$ cat src/rtl/host_mmio_monitor.sv
// Host MMIO monitor: console FIFOs, finish/exit-code capture and a retirement watchdog.
// Optional cycle counter is built when HOST_MON_CYCLE_CNT_EN is defined.
module host_mmio_monitor #(
  parameter int              XLEN         = 32,
  parameter int              NUM_CHAN     = 2,
  parameter logic [XLEN-1:0] CONSOLE_BASE = 32'h0020_0000,
  parameter logic [XLEN-1:0] FINISH_ADDR  = 32'h1000_0000,
  parameter int              FIFO_DEPTH   = 8,
  parameter int              WDT_WIDTH    = 32
) (
  input  logic                  clk,
  input  logic                  rstn,
  input  logic                  st_valid,
  input  logic [XLEN-1:0]       st_addr,
  input  logic [XLEN-1:0]       st_data,
  input  logic                  retire,
  input  logic [WDT_WIDTH-1:0]  wdt_limit,
  output logic [NUM_CHAN-1:0]   con_valid,
  output logic [8*NUM_CHAN-1:0] con_data,
  input  logic [NUM_CHAN-1:0]   con_ready,
  output logic [NUM_CHAN-1:0]   con_overflow,
  output logic                  finish,
  output logic [XLEN-1:0]       exit_code,
  output logic                  hang,
  output logic [31:0]           cycle_count
);
  localparam int AW = $clog2(FIFO_DEPTH);
  localparam int PW = AW + 1;

  typedef enum logic [1:0] {
    RUN   = 2'd0,
    DRAIN = 2'd1,
    DONE  = 2'd2,
    HUNG  = 2'd3
  } state_t;

  state_t                r_state;
  state_t                w_state_nxt;
  logic [PW-1:0]         r_wr [NUM_CHAN];
  logic [PW-1:0]         r_rd [NUM_CHAN];
  logic [PW-1:0]         w_rd_nxt [NUM_CHAN];
  logic [7:0]            r_mem [NUM_CHAN][FIFO_DEPTH];
  logic [NUM_CHAN-1:0]   w_push;
  logic [NUM_CHAN-1:0]   w_pop;
  logic [NUM_CHAN-1:0]   w_full;
  logic [NUM_CHAN-1:0]   w_empty;
  logic [NUM_CHAN-1:0]   w_accept;
  logic                  w_all_empty;
  logic                  w_finish_st;
  logic                  w_expire;
  logic [WDT_WIDTH-1:0]  r_wdt;
  logic [NUM_CHAN-1:0]   r_con_valid;
  logic [8*NUM_CHAN-1:0] r_con_data;
  logic [NUM_CHAN-1:0]   r_ovf;
  logic [XLEN-1:0]       r_exit;

  // Address decode and FIFO status; fullness uses pre-pop pointers so a full FIFO drops the push.
  always_comb begin
    w_finish_st = st_valid && (st_addr == FINISH_ADDR);
    for (int k = 0; k < NUM_CHAN; k++) begin
      w_push[k]   = st_valid && (r_state == RUN) &&
                    (st_addr == (CONSOLE_BASE + (XLEN'(k) << 2)));
      w_empty[k]  = (r_wr[k] == r_rd[k]);
      w_full[k]   = (r_wr[k][AW] != r_rd[k][AW]) && (r_wr[k][AW-1:0] == r_rd[k][AW-1:0]);
      w_accept[k] = w_push[k] && !w_full[k];
      w_pop[k]    = r_con_valid[k] && con_ready[k];
      w_rd_nxt[k] = r_rd[k] + PW'(w_pop[k]);
    end
    w_all_empty = &w_empty;
    w_expire    = (wdt_limit != '0) && (r_wdt >= wdt_limit) && !retire;
  end

  always_comb begin
    w_state_nxt = r_state;
    case (r_state)
      RUN: begin
        if (w_finish_st) begin
          w_state_nxt = DRAIN;
        end else if (w_expire) begin
          w_state_nxt = HUNG;
        end else begin
          w_state_nxt = RUN;
        end
      end
      DRAIN: begin
        if (w_all_empty) begin
          w_state_nxt = DONE;
        end else begin
          w_state_nxt = DRAIN;
        end
      end
      DONE:    w_state_nxt = DONE;
      HUNG:    w_state_nxt = HUNG;
      default: w_state_nxt = RUN;
    endcase
  end

  always_ff @(posedge clk) begin
    if (!rstn) begin
      r_state <= RUN;
      r_exit  <= '0;
    end else begin
      r_state <= w_state_nxt;
      if ((r_state == RUN) && w_finish_st) begin
        r_exit <= st_data;
      end
    end
  end

  // Watchdog counts only in RUN; retire clears it and has priority over expiry.
  always_ff @(posedge clk) begin
    if (!rstn) begin
      r_wdt <= '0;
    end else if (r_state == RUN) begin
      if (retire) begin
        r_wdt <= '0;
      end else if (r_wdt != '1) begin
        r_wdt <= r_wdt + WDT_WIDTH'(1);
      end
    end
  end

  always_ff @(posedge clk) begin
    for (int k = 0; k < NUM_CHAN; k++) begin
      if (w_accept[k]) begin
        r_mem[k][r_wr[k][AW-1:0]] <= st_data[7:0];
      end
    end
  end

  // Output stage holds the FIFO head; a new push shows one cycle later, a pop advances it at once.
  always_ff @(posedge clk) begin
    if (!rstn) begin
      for (int k = 0; k < NUM_CHAN; k++) begin
        r_wr[k] <= '0;
        r_rd[k] <= '0;
      end
      r_con_valid <= '0;
      r_con_data  <= '0;
      r_ovf       <= '0;
    end else begin
      for (int k = 0; k < NUM_CHAN; k++) begin
        if (w_accept[k]) begin
          r_wr[k] <= r_wr[k] + PW'(1);
        end
        r_rd[k]              <= w_rd_nxt[k];
        r_ovf[k]             <= r_ovf[k] | (w_push[k] & w_full[k]);
        r_con_valid[k]       <= (r_wr[k] != w_rd_nxt[k]);
        r_con_data[8*k +: 8] <= (r_wr[k] != w_rd_nxt[k]) ? r_mem[k][w_rd_nxt[k][AW-1:0]] : 8'h00;
      end
    end
  end

  assign con_valid    = r_con_valid;
  assign con_data     = r_con_data;
  assign con_overflow = r_ovf;
  assign finish       = (r_state == DONE);
  assign hang         = (r_state == HUNG);
  assign exit_code    = r_exit;

`ifdef HOST_MON_CYCLE_CNT_EN
  logic [31:0] r_cycle;

  always_ff @(posedge clk) begin
    if (!rstn) begin
      r_cycle <= 32'h0;
    end else if (((r_state == RUN) || (r_state == DRAIN)) && (r_cycle != 32'hFFFF_FFFF)) begin
      r_cycle <= r_cycle + 32'h1;
    end
  end

  assign cycle_count = r_cycle;
`else
  assign cycle_count = 32'h0;
`endif

endmodule

$ cat config.mk
export PLATFORM = sky130hd
export DESIGN_NAME = host_mmio_monitor
export DESIGN_NICKNAME = d
export VERILOG_FILES = /design/src/rtl/host_mmio_monitor.sv
export SDC_FILE = /design/constraint.sdc
export NUM_CORES = 1
export LEC_CHECK = 0
export ABC_AREA = 0
export CORE_UTILIZATION = 55
export DETAILED_ROUTE_END_ITERATION = 6
export GPL_ROUTABILITY_DRIVEN = 0
export GPL_TIMING_DRIVEN = 0
export PLACE_DENSITY = 0.92
export SYNTH_ARGS = -nofsm -noshare
export SYNTH_HDL_FRONTEND = slang
export SYNTH_SLANG_ARGS = --single-unit
$ cat constraint.sdc
create_clock -name clk -period 8.3 [get_ports clk]
set_input_delay 2.075 -clock clk [delete_from_list [all_inputs] [get_ports clk]]
set_output_delay 2.075 -clock clk [all_outputs]
set_load 0.005 [all_outputs]
Word level (Yosys, flattened, before mapping) --
Memories as Yosys holds them, arrays and structs flattened. Cells that the tools add are included.
Operators by class: add/sub/neg operators 5, $lt $le $gt $ge 7, eq/ne operators 15, mux-type cells 33, bitwise gates (word level) 12, reductions and logical operators 26
Operators by type and width (count):
- 2-to-1 mux 64 bit | 4
- == test 32 x 22 -> 1 bit (second input constant) | 2
- 2-to-1 mux 32 bit | 2
- OR reduction 64 bit | 1
- binary-select mux 8 bit (select 3 bit) | 2
- demux 8 bit (select 3 bit) | 2
- 2-to-1 mux 8 bit | 6
- adder 32 x 1 -> 32 bit (second input constant) | 1
- == test 32 x 29 -> 1 bit (second input constant) | 1
- greater-or-equal comparator 32 bit | 1
- inequality test 32 bit (second input constant) | 1
- nonzero test 32 bit | 1
- greater-or-equal comparator 4 bit (second input constant) | 4
- 2-to-1 mux 4 bit | 4
- inverter 3 -> 4 bit | 4
- logical AND 1 bit | 15
- 2-to-1 mux 1 bit | 9
- adder 4 x 1 -> 4 bit | 2
- adder 4 x 1 -> 4 bit (second input constant) | 2
- == test 4 bit | 2
- < comparator 4 x 1 -> 1 bit (second input constant) | 2
- inequality test 4 bit | 2
- case mux 2 bit (4 select lines) | 1
- AND reduction 2 bit | 4
- other kinds (10) | 23
Word-level totals: register bits 86, memory bits (writable) 144, input port bits 102, output and inout bits 86, word-level logic and storage cells 108, memories 3
Memory list:
- r_mem | depth 2, bits a word 64, rd ports 2, clocked after Yosys merged registers in 0, write ports 1, line 42 | logic [7:0] r_mem [NUM_CHAN][FIFO_DEPTH];
- r_rd | depth 2, bits a word 4, rd ports 2, clocked after Yosys merged registers in 0, write ports 2, line 40 | logic [PW-1:0] r_rd [NUM_CHAN];
- r_wr | depth 2, bits a word 4, rd ports 2, clocked after Yosys merged registers in 0, write ports 2, line 39 | logic [PW-1:0] r_wr [NUM_CHAN];

Longest topological paths before layout --
An unclocked memory read counts as a cell.
word-level depth 9, mapped depth 8, mapped depth without buffers 8

Worst setup path before layout --
OpenSTA, ideal clock, no wires.
kind in2reg, start input st_addr[25], end memory r_mem[0][56] (netlist bit) (enable), library setup time 383 ps, arrival time 3847 ps, required time 7917 ps, setup slack 4069 ps, stages on the path 6, path buffers 0, cells stage by stage nor4b_1 nand4_1 nor3_1 nor3b_1 nand2b_1 nor3_1
Between the ends: longest elaborated chain between the ends 7, elaborated cells on any way between the ends 13, classes of those cells 2 x eq/ne; 6 x mux; 5 x reduce/logical
RTL lines:
- start, declared | line 14 | input logic [XLEN-1:0] st_addr,
- == test 32 x 22 -> 1 bit | line 62 | (st_addr == (CONSOLE_BASE + (XLEN'(k) << 2)));
- logical AND 1 bit | line 61 | w_push[k] = st_valid && (r_state == RUN) &&
- logical AND 1 bit | line 65 | w_accept[k] = w_push[k] && !w_full[k];
- 2-to-1 mux 1 bit | line 125 | if (w_accept[k]) begin
- 2-to-1 mux 64 bit (not written as such) | line 126 | r_mem[k][r_wr[k][AW-1:0]] <= st_data[7:0];
- OR reduction 64 bit (no source line)
- 2-to-1 mux 1 bit (no source line) or 2-to-1 mux 64 bit (tied branches)
- end, declared | line 42
Parallel ways exist; a longest one is shown, timed or not.

Worst setup path after layout --
start input st_addr[18], end memory r_mem[0][61] (netlist bit) (enable)
The elaborated chain is that of the path after synthesis.

==> results.cfg <==
[floorplanning]
dieArea_um2 = 19410
initial_core_util_pct = 56.95
die_w_um = 139.3
rows = 49
dieHeight_um = 139.3
ios = 188
core-area_um2 = 18210

[yosys]
synthDistinctLibCells = 55
syn-cell-area_um2 = 10370
syn-mean-instance-area_um2 = 12.39
synth_flop_cell = edfxtp_1
netlist_instances = 837
ys_warn_count = 0
synth_edf_count = 136
yosysSeqAreaShare_pct = 57.53
ys_ff_latch = 230
synthArstFlopShare_pct = 0

[setup_path]
startpoint_type = input pin
required_ns = 8.42
cp_top_family = simple AND/OR/NAND/NOR gates
crit_chain = clkdlybuf4s50_1 > nor4_1 > nand4_1 > nor3_1 > nor3b_1 > nand2b_1 > nor3_1
max_stage_delay_ns = 0.95
critPathBufInv = 1
endpoint_kind = flip-flop
cp_slowest_cell = nor3_1
worstPathArrival_ns = 5.06
critPathMaxFanout = 8
critical_path_class = in -> reg
crit_top_cell = nor3_1

[clock_network]
cts-hold-fix-buffers = 0
cts_setup_buffers = 0
clock-sinks = 230
clk_latency_ns = 0.53
ctsRootBufferMaster = clkbuf_16
cts-buffers-inserted = 24
cts_tree = done
htreeDepth = 1
post_cts_resized = 0
clockBufferDepth = 3
path_clk_slew_ns = 0.06

[sta]
hold_viol_final = 0
min_period_ns = 4.941
fin_crit_sh_pct = 59.53
holdWs_ns = 0.5185
max_freq_mhz = 202.4
finalMaxSlewViolations = 0
slew_headroom_pct = 12.26
rsz0062_at_grt = no
setup_viol = 0
skew_ns = 0.02841
fin_tns_setup_ns = 0
tightest_slew_ns = 1.306

[routing]
wl_per_cell_um = 18.64
first_pass_iters = 6
drtIter0Drc = 536
drc = 0
wl_mm = 24.18
ant_nets = 0
vias = 7222
vias_per_cell = 5.568

[power]
powerDensity_nw_per_um2 = 186.0
vdd_drop_max_mv = 0.1346
p_leak_uw = 0.004650

[global_route]
grt_max_degree = 18
overflow = 0
antenna_found_initial = 0
first_global_vias = 7359
gr-usage-all-layers_pct = 25.42
grt_pass1_wl_mm = 38.40

[finish]
post-route-util_pct = 71.74
n_antenna_cell = 0
drive_gt1_share_pct = 11.14
syn_to_final_growth_pct = 25.96
fill_cells = 1190
nNetsFinal = 1191

[min_path]
hp-class = reg -> reg

[run]
max-cap-violations = 0

[placement]
hpwl_mm = 17.10
io_buffers = 155

[status]
status = complete, no violations
-- Yosys cell counts, types with 3 or more instances --
master | number | area [um^2]
edfxtp_1 | 136 | 4084
dfxtp_1 | 94 | 1882
nand2_1 | 67 | 251.5
nor2_1 | 61 | 229.0
inv_1 | 40 | 150.1
ha_1 | 39 | 488.0
xnor2_1 | 38 | 332.8
a21oi_1 | 37 | 185.2
nor2b_1 | 34 | 212.7
buf_4 | 33 | 247.7
mux2i_1 | 33 | 330.3
mux4_2 | 32 | 720.7
nor4_1 | 24 | 150.1
clkbuf_1 | 20 | 75.07
nand3_1 | 19 | 95.09
nor3_1 | 13 | 65.06
and2_1 | 12 | 75.07
nand2b_1 | 11 | 68.82
xor2_1 | 11 | 96.34
nand4_1 | 10 | 62.56
o21ai_0 | 9 | 45.04
buf_2 | 6 | 30.03
and4_1 | 5 | 43.79
nor4b_1 | 5 | 43.79
a211oi_1 | 4 | 30.03
and3_1 | 3 | 18.77
o21a_1 | 3 | 22.52
or3_1 | 3 | 18.77
-- metrics by stage --
step           area, um^2  worst slack (ns)  cells  power, uW
6_report            13060             3.359   1297       2430
5_1_grt             13060             3.001   1297       2503
4_1_cts             13050             3.147   1296       2441
3_5_place_dp        12320             2.642   1252       1464
3_3_place_gp        12320             2.903   1252       1455
2_1_floorplan       10490             4.069    868       1359
-- metal layers --
layer	part of all wire (%)	GRT usage [%]	up-vias
li1	-	-	3395
met4	2.7	8.596	0
met1	39	30.59	3430
met3	7.9	5.471	61
met5	0	0	-
met2	50	45.15	336
-- layout make-up --
cell class | instances | area [um^2] | area share [%]
multi-input cells | 536 | 4004 | 30.65
inverters | 40 | 150.1 | 1.149
flip-flops and latches | 230 | 5966 | 45.67
well taps | 229 | 286.5 | 2.193
clock buffers | 31 | 646.9 | 4.952
repair buffers | 156 | 1559 | 11.93
plain buffers | 62 | 371.6 | 2.845
clock inverters | 13 | 78.83 | 0.6034
-- cells by family (layout without fill, tap and decap cells) --
group                      after synthesis  in the layout  synth area share [%]
buffers and inverters                  102            302                 5.031
AOI/OAI and AO/OA                       69             69                 4.187
adders and majority gates               39             39                 4.706
xor gates and xnor gates                50             50                 4.295
DFF                                    230            230                 57.53
other                                    1             32               0.03616
and+or+nand+nor                        281            281                 14.08
muxes                                   65             65                 10.14
-- placed cells by master (no fill, tap or decap), drive strengths merged, types with 4 or more instances in the layout --
| cell type | count |
|---|---|
| nand2b | 11 |
| xnor2 | 39 |
| nand3 | 20 |
| nor3 | 13 |
| nor2 | 62 |
| nor2b | 34 |
| dfxtp | 94 |
| xor2 | 11 |
| clkbuf | 52 |
| a21oi | 37 |
| mux2i | 33 |
| inv | 40 |
| nor4b | 5 |
| and2 | 12 |
| nand4 | 10 |
| clkinv | 10 |
| conb | 32 |
| o21ai | 10 |
| ha | 39 |
| a211oi | 4 |
| buf | 42 |
| mux4 | 32 |
| and4 | 5 |
| nor4 | 26 |
| edfxtp | 136 |
| nand2 | 67 |
| clkdlybuf4s50 | 155 |
-- state kept, by name, summed over array words and instances (netlist names) --
register      count
r_wr              8
exit_code        32
r_state           2
con_data         16
con_valid         2
r_wdt            32
r_mem           128
con_overflow      2
r_rd              8
-- power by group --
part,internal [uW],switching (uW),leakage [uW]
combinational,121,96.6,0.00231
clock,552,435,0.000349
sequential,1220,6.33,0.00199
-- path summary, 6_finish.rpt --
kind,slack [ns],startpoint,end,depth (start not counted)
worst min-delay path,0.52,r_wdt[29],r_wdt[29],2
worst min register to register,0.52,r_wdt[29],r_wdt[29],2
worst max register to register,5.00,con_valid[0],con_data[1],7
worst max-delay path,3.36,st_addr[18],r_mem[0][61],7
-- tightest hold or removal path: cells and delay by family, from the launching register on --
kind	cells	cell delay [ns]
mux	1	0.06
flops	1	0.35
simple gates	1	0.07
Note: power is estimated with default switching activity, not from simulation.
